**src/rtl/mc_main_fsm.sv**
```systemverilog
// mc_main_fsm: main control sequencer for the multicycle MIPS datapath,
// with a wait-state handshake on the shared memory port.
module mc_main_fsm #(
    parameter int MEM_WAIT_EN = 1
) (
    input  logic       clk,
    input  logic       reset,
    input  logic [5:0] op,
    input  logic [5:0] funct,
    input  logic       zero,
    input  logic       mem_ready,
    output logic       memwrite,
    output logic       irwrite,
    output logic       pcen,
    output logic       iord,
    output logic       alusrca,
    output logic [1:0] alusrcb,
    output logic       regdst,
    output logic       memtoreg,
    output logic       regwrite,
    output logic [1:0] pcsrc,
    output logic [2:0] alucontrol,
    output logic       illegal_op,
    output logic [3:0] state
);

    typedef enum logic [3:0] {
        FETCH   = 4'd0,
        DECODE  = 4'd1,
        MEMADR  = 4'd2,
        MEMRD   = 4'd3,
        MEMWB   = 4'd4,
        MEMWR   = 4'd5,
        EXECUTE = 4'd6,
        ALUWB   = 4'd7,
        BRANCH  = 4'd8,
        ADDIEX  = 4'd9,
        ADDIWB  = 4'd10,
        JUMP    = 4'd11
    } state_t;

    localparam logic [5:0] OP_RTYPE = 6'b000000;
    localparam logic [5:0] OP_J     = 6'b000010;
    localparam logic [5:0] OP_BEQ   = 6'b000100;
    localparam logic [5:0] OP_BNE   = 6'b000101;
    localparam logic [5:0] OP_ADDI  = 6'b001000;
    localparam logic [5:0] OP_LW    = 6'b100011;
    localparam logic [5:0] OP_SW    = 6'b101011;

    localparam logic [5:0] F_ADD = 6'b100000;
    localparam logic [5:0] F_SUB = 6'b100010;
    localparam logic [5:0] F_AND = 6'b100100;
    localparam logic [5:0] F_OR  = 6'b100101;
    localparam logic [5:0] F_SLT = 6'b101010;

    state_t     st;
    logic       rdy;
    logic       rtype_ok;
    logic       op_ok;
    logic       is_bne;
    logic       pcwrite;
    logic       branch;
    logic       irwrite_s;
    logic       memwrite_s;
    logic       regwrite_s;
    logic       illegal_s;
    logic [1:0] aluop;

    // With wait states disabled every memory access completes in one cycle.
    assign rdy = (MEM_WAIT_EN != 0) ? mem_ready : 1'b1;

    assign rtype_ok = (funct == F_ADD) || (funct == F_SUB) ||
                      (funct == F_AND) || (funct == F_OR)  ||
                      (funct == F_SLT);

    assign op_ok = (op == OP_LW)   || (op == OP_SW)   ||
                   (op == OP_BEQ)  || (op == OP_BNE)  ||
                   (op == OP_ADDI) || (op == OP_J)    ||
                   ((op == OP_RTYPE) && rtype_ok);

    assign is_bne = (op == OP_BNE);

    always_ff @(posedge clk) begin
        if (reset) begin
            st <= FETCH;
        end else begin
            case (st)
                FETCH: begin
                    if (rdy)
                        st <= DECODE;
                end
                DECODE: begin
                    case (op)
                        OP_LW, OP_SW:    st <= MEMADR;
                        OP_RTYPE:        st <= rtype_ok ? EXECUTE : FETCH;
                        OP_BEQ, OP_BNE:  st <= BRANCH;
                        OP_ADDI:         st <= ADDIEX;
                        OP_J:            st <= JUMP;
                        default:         st <= FETCH;
                    endcase
                end
                MEMADR:  st <= (op == OP_SW) ? MEMWR : MEMRD;
                MEMRD: begin
                    if (rdy)
                        st <= MEMWB;
                end
                MEMWB:   st <= FETCH;
                MEMWR: begin
                    if (rdy)
                        st <= FETCH;
                end
                EXECUTE: st <= ALUWB;
                ALUWB:   st <= FETCH;
                BRANCH:  st <= FETCH;
                ADDIEX:  st <= ADDIWB;
                ADDIWB:  st <= FETCH;
                JUMP:    st <= FETCH;
                default: st <= FETCH;
            endcase
        end
    end

    always_comb begin
        iord       = 1'b0;
        alusrca    = 1'b0;
        alusrcb    = 2'b00;
        regdst     = 1'b0;
        memtoreg   = 1'b0;
        pcsrc      = 2'b00;
        aluop      = 2'b00;
        pcwrite    = 1'b0;
        branch     = 1'b0;
        irwrite_s  = 1'b0;
        memwrite_s = 1'b0;
        regwrite_s = 1'b0;
        illegal_s  = 1'b0;
        case (st)
            FETCH: begin
                alusrcb   = 2'b01;
                irwrite_s = rdy;
                pcwrite   = rdy;
            end
            DECODE: begin
                alusrcb   = 2'b11;
                illegal_s = ~op_ok;
            end
            MEMADR: begin
                alusrca = 1'b1;
                alusrcb = 2'b10;
            end
            MEMRD: begin
                iord = 1'b1;
            end
            MEMWB: begin
                memtoreg   = 1'b1;
                regwrite_s = 1'b1;
            end
            MEMWR: begin
                iord       = 1'b1;
                memwrite_s = 1'b1;
            end
            EXECUTE: begin
                alusrca = 1'b1;
                aluop   = 2'b10;
            end
            ALUWB: begin
                regdst     = 1'b1;
                regwrite_s = 1'b1;
            end
            BRANCH: begin
                alusrca = 1'b1;
                aluop   = 2'b01;
                pcsrc   = 2'b01;
                branch  = 1'b1;
            end
            ADDIEX: begin
                alusrca = 1'b1;
                alusrcb = 2'b10;
            end
            ADDIWB: begin
                regwrite_s = 1'b1;
            end
            JUMP: begin
                pcsrc   = 2'b10;
                pcwrite = 1'b1;
            end
            default: begin
            end
        endcase
    end

    always_comb begin
        alucontrol = 3'b010;
        case (aluop)
            2'b01: alucontrol = 3'b110;
            2'b10: begin
                case (funct)
                    F_SUB:   alucontrol = 3'b110;
                    F_AND:   alucontrol = 3'b000;
                    F_OR:    alucontrol = 3'b001;
                    F_SLT:   alucontrol = 3'b111;
                    default: alucontrol = 3'b010;
                endcase
            end
            default: alucontrol = 3'b010;
        endcase
    end

    // Architectural strobes are suppressed for the whole reset cycle.
    assign pcen       = ~reset & (pcwrite | (branch & (zero ^ is_bne)));
    assign irwrite    = ~reset & irwrite_s;
    assign memwrite   = ~reset & memwrite_s;
    assign regwrite   = ~reset & regwrite_s;
    assign illegal_op = ~reset & illegal_s;
    assign state      = st;

endmodule

```
**config.mk**
```make
export PLATFORM = sky130hd
export DESIGN_NAME = mc_main_fsm
export DESIGN_NICKNAME = d
export VERILOG_FILES = /design/src/rtl/mc_main_fsm.sv
export SDC_FILE = /design/constraint.sdc
export NUM_CORES = 1
export LEC_CHECK = 0
export CORE_UTILIZATION = 41
export CTS_CLUSTER_SIZE = 24
export DETAILED_ROUTE_END_ITERATION = 16
export PLACE_DENSITY = 0.82
export REMOVE_ABC_BUFFERS = 1
export SLEW_MARGIN = 10
export SYNTH_ARGS = -nofsm -noshare
export SYNTH_HDL_FRONTEND = slang
export SYNTH_SLANG_ARGS = --single-unit
```
**constraint.sdc**
```tcl
create_clock -name clk -period 4.05 [get_ports clk]
set_clock_uncertainty 0.05 [all_clocks]
set_input_delay 0.405 -clock clk [delete_from_list [all_inputs] [get_ports clk]]
set_output_delay 0.405 -clock clk [all_outputs]
set_load 0.02 [all_outputs]
```
# After elaboration in Yosys (flattened, before gate mapping)
# Index checks and enable logic that the tools add are counted.
totals:
  ff_bits: 4
  in_bits: 16
  output_inout_bits: 20
op_classes:
  n_eq_ne: 27
  mux: 22
  bitwise: 10
  n_reduce_logical: 20
ops:
  columns: ["cell", "n"]
  rows:
  - ["equality test 6 bit, second input constant", 7]
  - ["case mux 4 bit (7 select lines)", 1]
  - ["case mux 4 bit (5 select lines)", 1]
  - ["equality test 4 x 3 -> 1 bit, second input constant", 4]
  - ["equality test 4 bit, second input constant", 4]
  - ["equality test 6 x 3 -> 1 bit, second input constant", 2]
  - ["two-way mux 4 bit", 3]
  - ["case mux 3 bit (4 select lines)", 1]
  - ["logical OR 1 bit", 10]
  - ["two-way mux 1 bit", 9]
  - ["equality test 4 x 2 -> 1 bit, second input constant", 2]
  - ["case mux 2 bit (2 select lines)", 2]
  - ["OR reduction 2 bit", 4]
  - ["bitwise AND 1 bit", 6]
  - ["equality test 6 x 2 -> 1 bit, second input constant", 1]
  - ["equality test 6 x 4 -> 1 bit, second input constant", 1]
  - ["zero test 6 bit", 1]
  - ["two-way mux 3 bit", 2]
  - ["!= test 2 bit, second input constant", 3]
  - ["case mux 2 bit (3 select lines)", 1]
  - ["case mux 3 bit (2 select lines)", 1]
  - ["equality test 4 x 1 -> 1 bit, second input constant", 1]
  - ["zero test 4 bit", 1]
  - ["OR reduction 4 bit", 1]
  - ["other kinds (9)", 10]

# Logic depth before layout (Yosys ltp)
logic_depth:
  depth_word: 10
  depth_mapped: 7
  depth_no_buf: 6

# Worst setup path after synthesis
# OpenSTA, ideal clock, no wires.
synth_path:
  kind: "register to output"
  from: "register st[1], in the netlist state[1]"
  to: "output alucontrol[0]"
  arrival_ns: 1.941
  path_slack_ns: 1.654
  path_stages_with_launch: 7
  n_path_buf: 2
  path_cell_list: "dfxtp_1 -> buf_2 -> buf_1 -> nand3_1 -> inv_1 -> ha_1 -> nor3_1"
synth_between:
  elab_chain_cells: 4
  word_cells_on_any_way: 6
  cone_classes: "eq/ne: 4; mux: 2"
synth_rtl:
  columns: ["element", "line_no", "rtl"]
  rows:
  - ["start, declared", "56", "state_t st;"]
  - ["start signal, assigned", "95", "OP_RTYPE: st <= rtype_ok ? EXECUTE : FETCH;"]
  - ["start signal, assigned", "102", "MEMADR: st <= (op == OP_SW) ? MEMWR : MEMRD;"]
  - ["equality test 4 bit or equality test 4 x 3 -> 1 bit (tied branches)", "137", "case (st)"]
  - ["case mux 2 bit (2 select lines) *", "137", null]
  - ["equality test 2 bit or equality test 2 x 1 -> 1 bit (tied branches)", "194", "case (aluop)"]
  - ["case mux 3 bit (2 select lines) *", "194", null]
  - ["end, declared", "22", "output logic [2:0] alucontrol,"]
# Every way passes the cells marked *; elsewhere a longest branch is shown, timed or not.

# Worst setup path in the final report
layout_path:
  from: "register st[3], in the netlist state[3]"
  to: "output alucontrol[0]"
# The elaborated chain is that of the path after synthesis.

==> flow_summary.ini <==
[die]
rows = 14
ioPinCount = 36
core_sq_mm = 0.00158
fp.dieW_microns = 44.0
initial_utilization = 0.458
die_y_microns = 44.0
dieArea_sq_mm = 0.00193

[placement]
dp_hpwl_microns = 1580
port_buffers = 35
dp_cells = 147
gp_congestion = 0.830

[power]
p_leak_uw = 0.000349
p_int_uw = 105
ir_worst_vdd_mv = 0.163
power.switching_uw = 51.2
pwr-share-seq = 0.281
power_frac_clock = 0.333
p_per_area_mw_per_mm2 = 147
power_frac_comb = 0.386
p_sw_frac = 0.327

[clock_network]
cts_tree = done
cts_root_buf = clkbuf_4
postCtsSetupBuffers = 0
cts_max_level = 1
cts_hold_buf = 0
clock_sinks = 4
clock_path_buffers = 2
insertion_delay_ps = 240
cts_resized = 0
cts_made_buffers = 3
path_clk_slew_ps = 40

[route]
postRouteAntennaNets = 0
vias = 896
wl_microns = 2120
dr.pass1.iters = 12
via_per_inst = 5.97
drtIter0Drc = 31
wl_per_cell_microns = 14.1
route.detailed.drc = 1

[min_path]
hold_class = register to register
hp-start = state[0]

[setup_path]
crit_start = state[3]
crit_arrival_ps = 2500
path_cells = nand2b_1 -> or3_1 -> ha_1 -> nor3_1 -> clkdlybuf4s50_1
slowest_stage = clkdlybuf4s50_1
cp-start-kind = register
cp_top_family = simple AND/OR/NAND/NOR gates
max_stage_delay_ps = 630
path_class = register to primary output
cp_max_fo = 15
path_buf_inv = 1
required_ps = 3600
worstSetupEndpointType = primary output
r2r-start = state[2]

[layout]
fin_nets = 154
drive_gt1_frac = 0.0746
fillCellCount = 144
fin_cells = 150
area_delta_synth_final_pct = 47.5
largest_reg_flops = 4
diodes = 0
final_util = 0.675

[global_routing]
track_usage = 0.238
grt_use_met1 = 0.299
grt_max_degree = 24
grt_remaining_overflow = 0
grt_pass1_wl_microns = 3480
busiest_layer = met2
use_met3 = 0.0292
met2_usage = 0.403
antenna_found_initial = 0
grt_pass1_vias = 801

[synth]
synth_area_leader_cell = dfxtp_1
seq_area_frac_synth = 0.111
synth_top_area_frac = 0.111
synthCells = 104
ys_warn_count = 0
synth_edf_count = 0
syn_area_per_cell_sq_um = 6.94
synth_top_flop_cell = dfxtp_1
synth.ff_latch_count = 4
synthArstFlopShare = 0
synth.distinct_cells = 44
netlist_top_cells_area = dfxtp_1 (11%), a21oi_1 (5.5%), nor2_1 (5.2%)
syn_area_sq_um = 722

[timing]
fin_crit_ps = 2950
fmax_ghz = 0.338
hold_viol = 0
min_period_over_period = 0.729
fin_setup_tns_ps = 0
maxSlewViolCount = 0
slew_headroom = 0.512
grt_setup_unrepaired = false
hold_ws_ps = 565
tightestPinTransition_ps = 732
setup_viol_count_final = 0

[run]
maxCapViolCount = 0

[run_status]
status = finished with violations
violations = design-rule violations
-- worst min-delay path, cell delays in order (launching register included) --
cell     delay [ps]
dfxtp_1         430
nand2_1         110
a21oi_1          40
-- power groups by stage --
stage / Sequential [uW] / Clock (uW) / Combinational [uW]
global route: 44.2 / 55.9 / 65.2
global placement: 44.4 / 0 / 58.8
floorplan: 44.8 / 0 / 25.8
finish: 43.9 / 52.1 / 60.4
CTS: 43.9 / 53.5 / 60.1
detailed placement: 44.5 / 0 / 59.8
-- area by class of cell --
type                       instances  area, sq um  share of cell area
inverter                           5         18.8              0.0176
timing repair buffer              35          350               0.329
multi-input combinational         87          573               0.538
sequential                         4         80.1              0.0752
tap                               16         20.0              0.0188
clock buffer                       3         22.5              0.0212
-- through the flow --
stage | setup WS [ps] | power, uW | area (sq um)
final | 1100 | 156 | 1060
after global routing | 945 | 165 | 1060
after detailed placement | 1190 | 104 | 1040
after floorplan | 1680 | 70.5 | 672
after CTS | 1120 | 158 | 1060
after global placement | 1190 | 103 | 1040
-- cell usage after synthesis, types with 2 or more instances --
master,instances
a21oi_1,8
a22oi_1,2
a31oi_1,3
buf_6,2
clkbuf_1,3
dfxtp_1,4
ha_1,2
inv_1,5
mux2i_1,3
nand2_1,9
nand2b_1,4
nand3_1,4
nor2_1,10
nor3_1,7
nor3b_1,3
nor4b_1,2
o31ai_1,3
o32ai_1,2
or3_1,2
xnor2_1,2
-- logic make-up after synthesis --
family,count (synthesis),synth area share
simple gates,53,0.433
fa+ha+maj,2,0.0347
flops,4,0.111
mux,3,0.0416
buf+inv,13,0.0953
xor+xnor,3,0.0364
compound gates,26,0.248
-- worst paths after layout --
kind,cells past startpoint,to,slack (ps)
max,5,alucontrol[0],1100
max reg2reg,4,state[2],2340
min reg2reg,2,state[3],560
min,2,state[3],560
-- metal layers --
metal	share of wire	vias up	wire length (microns)
met2	0.48	38	1010
met5	0	-	0
met1	0.44	404	935
met4	0.023	0	49
met3	0.057	6	120
li1	-	448	-
-- layout by cell type, fill, tap and decap left out, types with 2 or more instances in the layout --
cell,n
ha_1,2
inv_1,5
nor3_1,7
or3_1,2
nand2_1,9
o31ai_1,3
xnor2_1,2
a21oi_1,8
nor3b_1,3
clkdlybuf4s50_1,35
o32ai_1,2
nand3_1,4
a31oi_1,3
mux2i_1,3
clkbuf_4,3
a22oi_1,2
nor4b_1,2
dfxtp_1,4
nor2_1,10
nand2b_1,4
No activity file was read; power rests on OpenSTA's default activity.
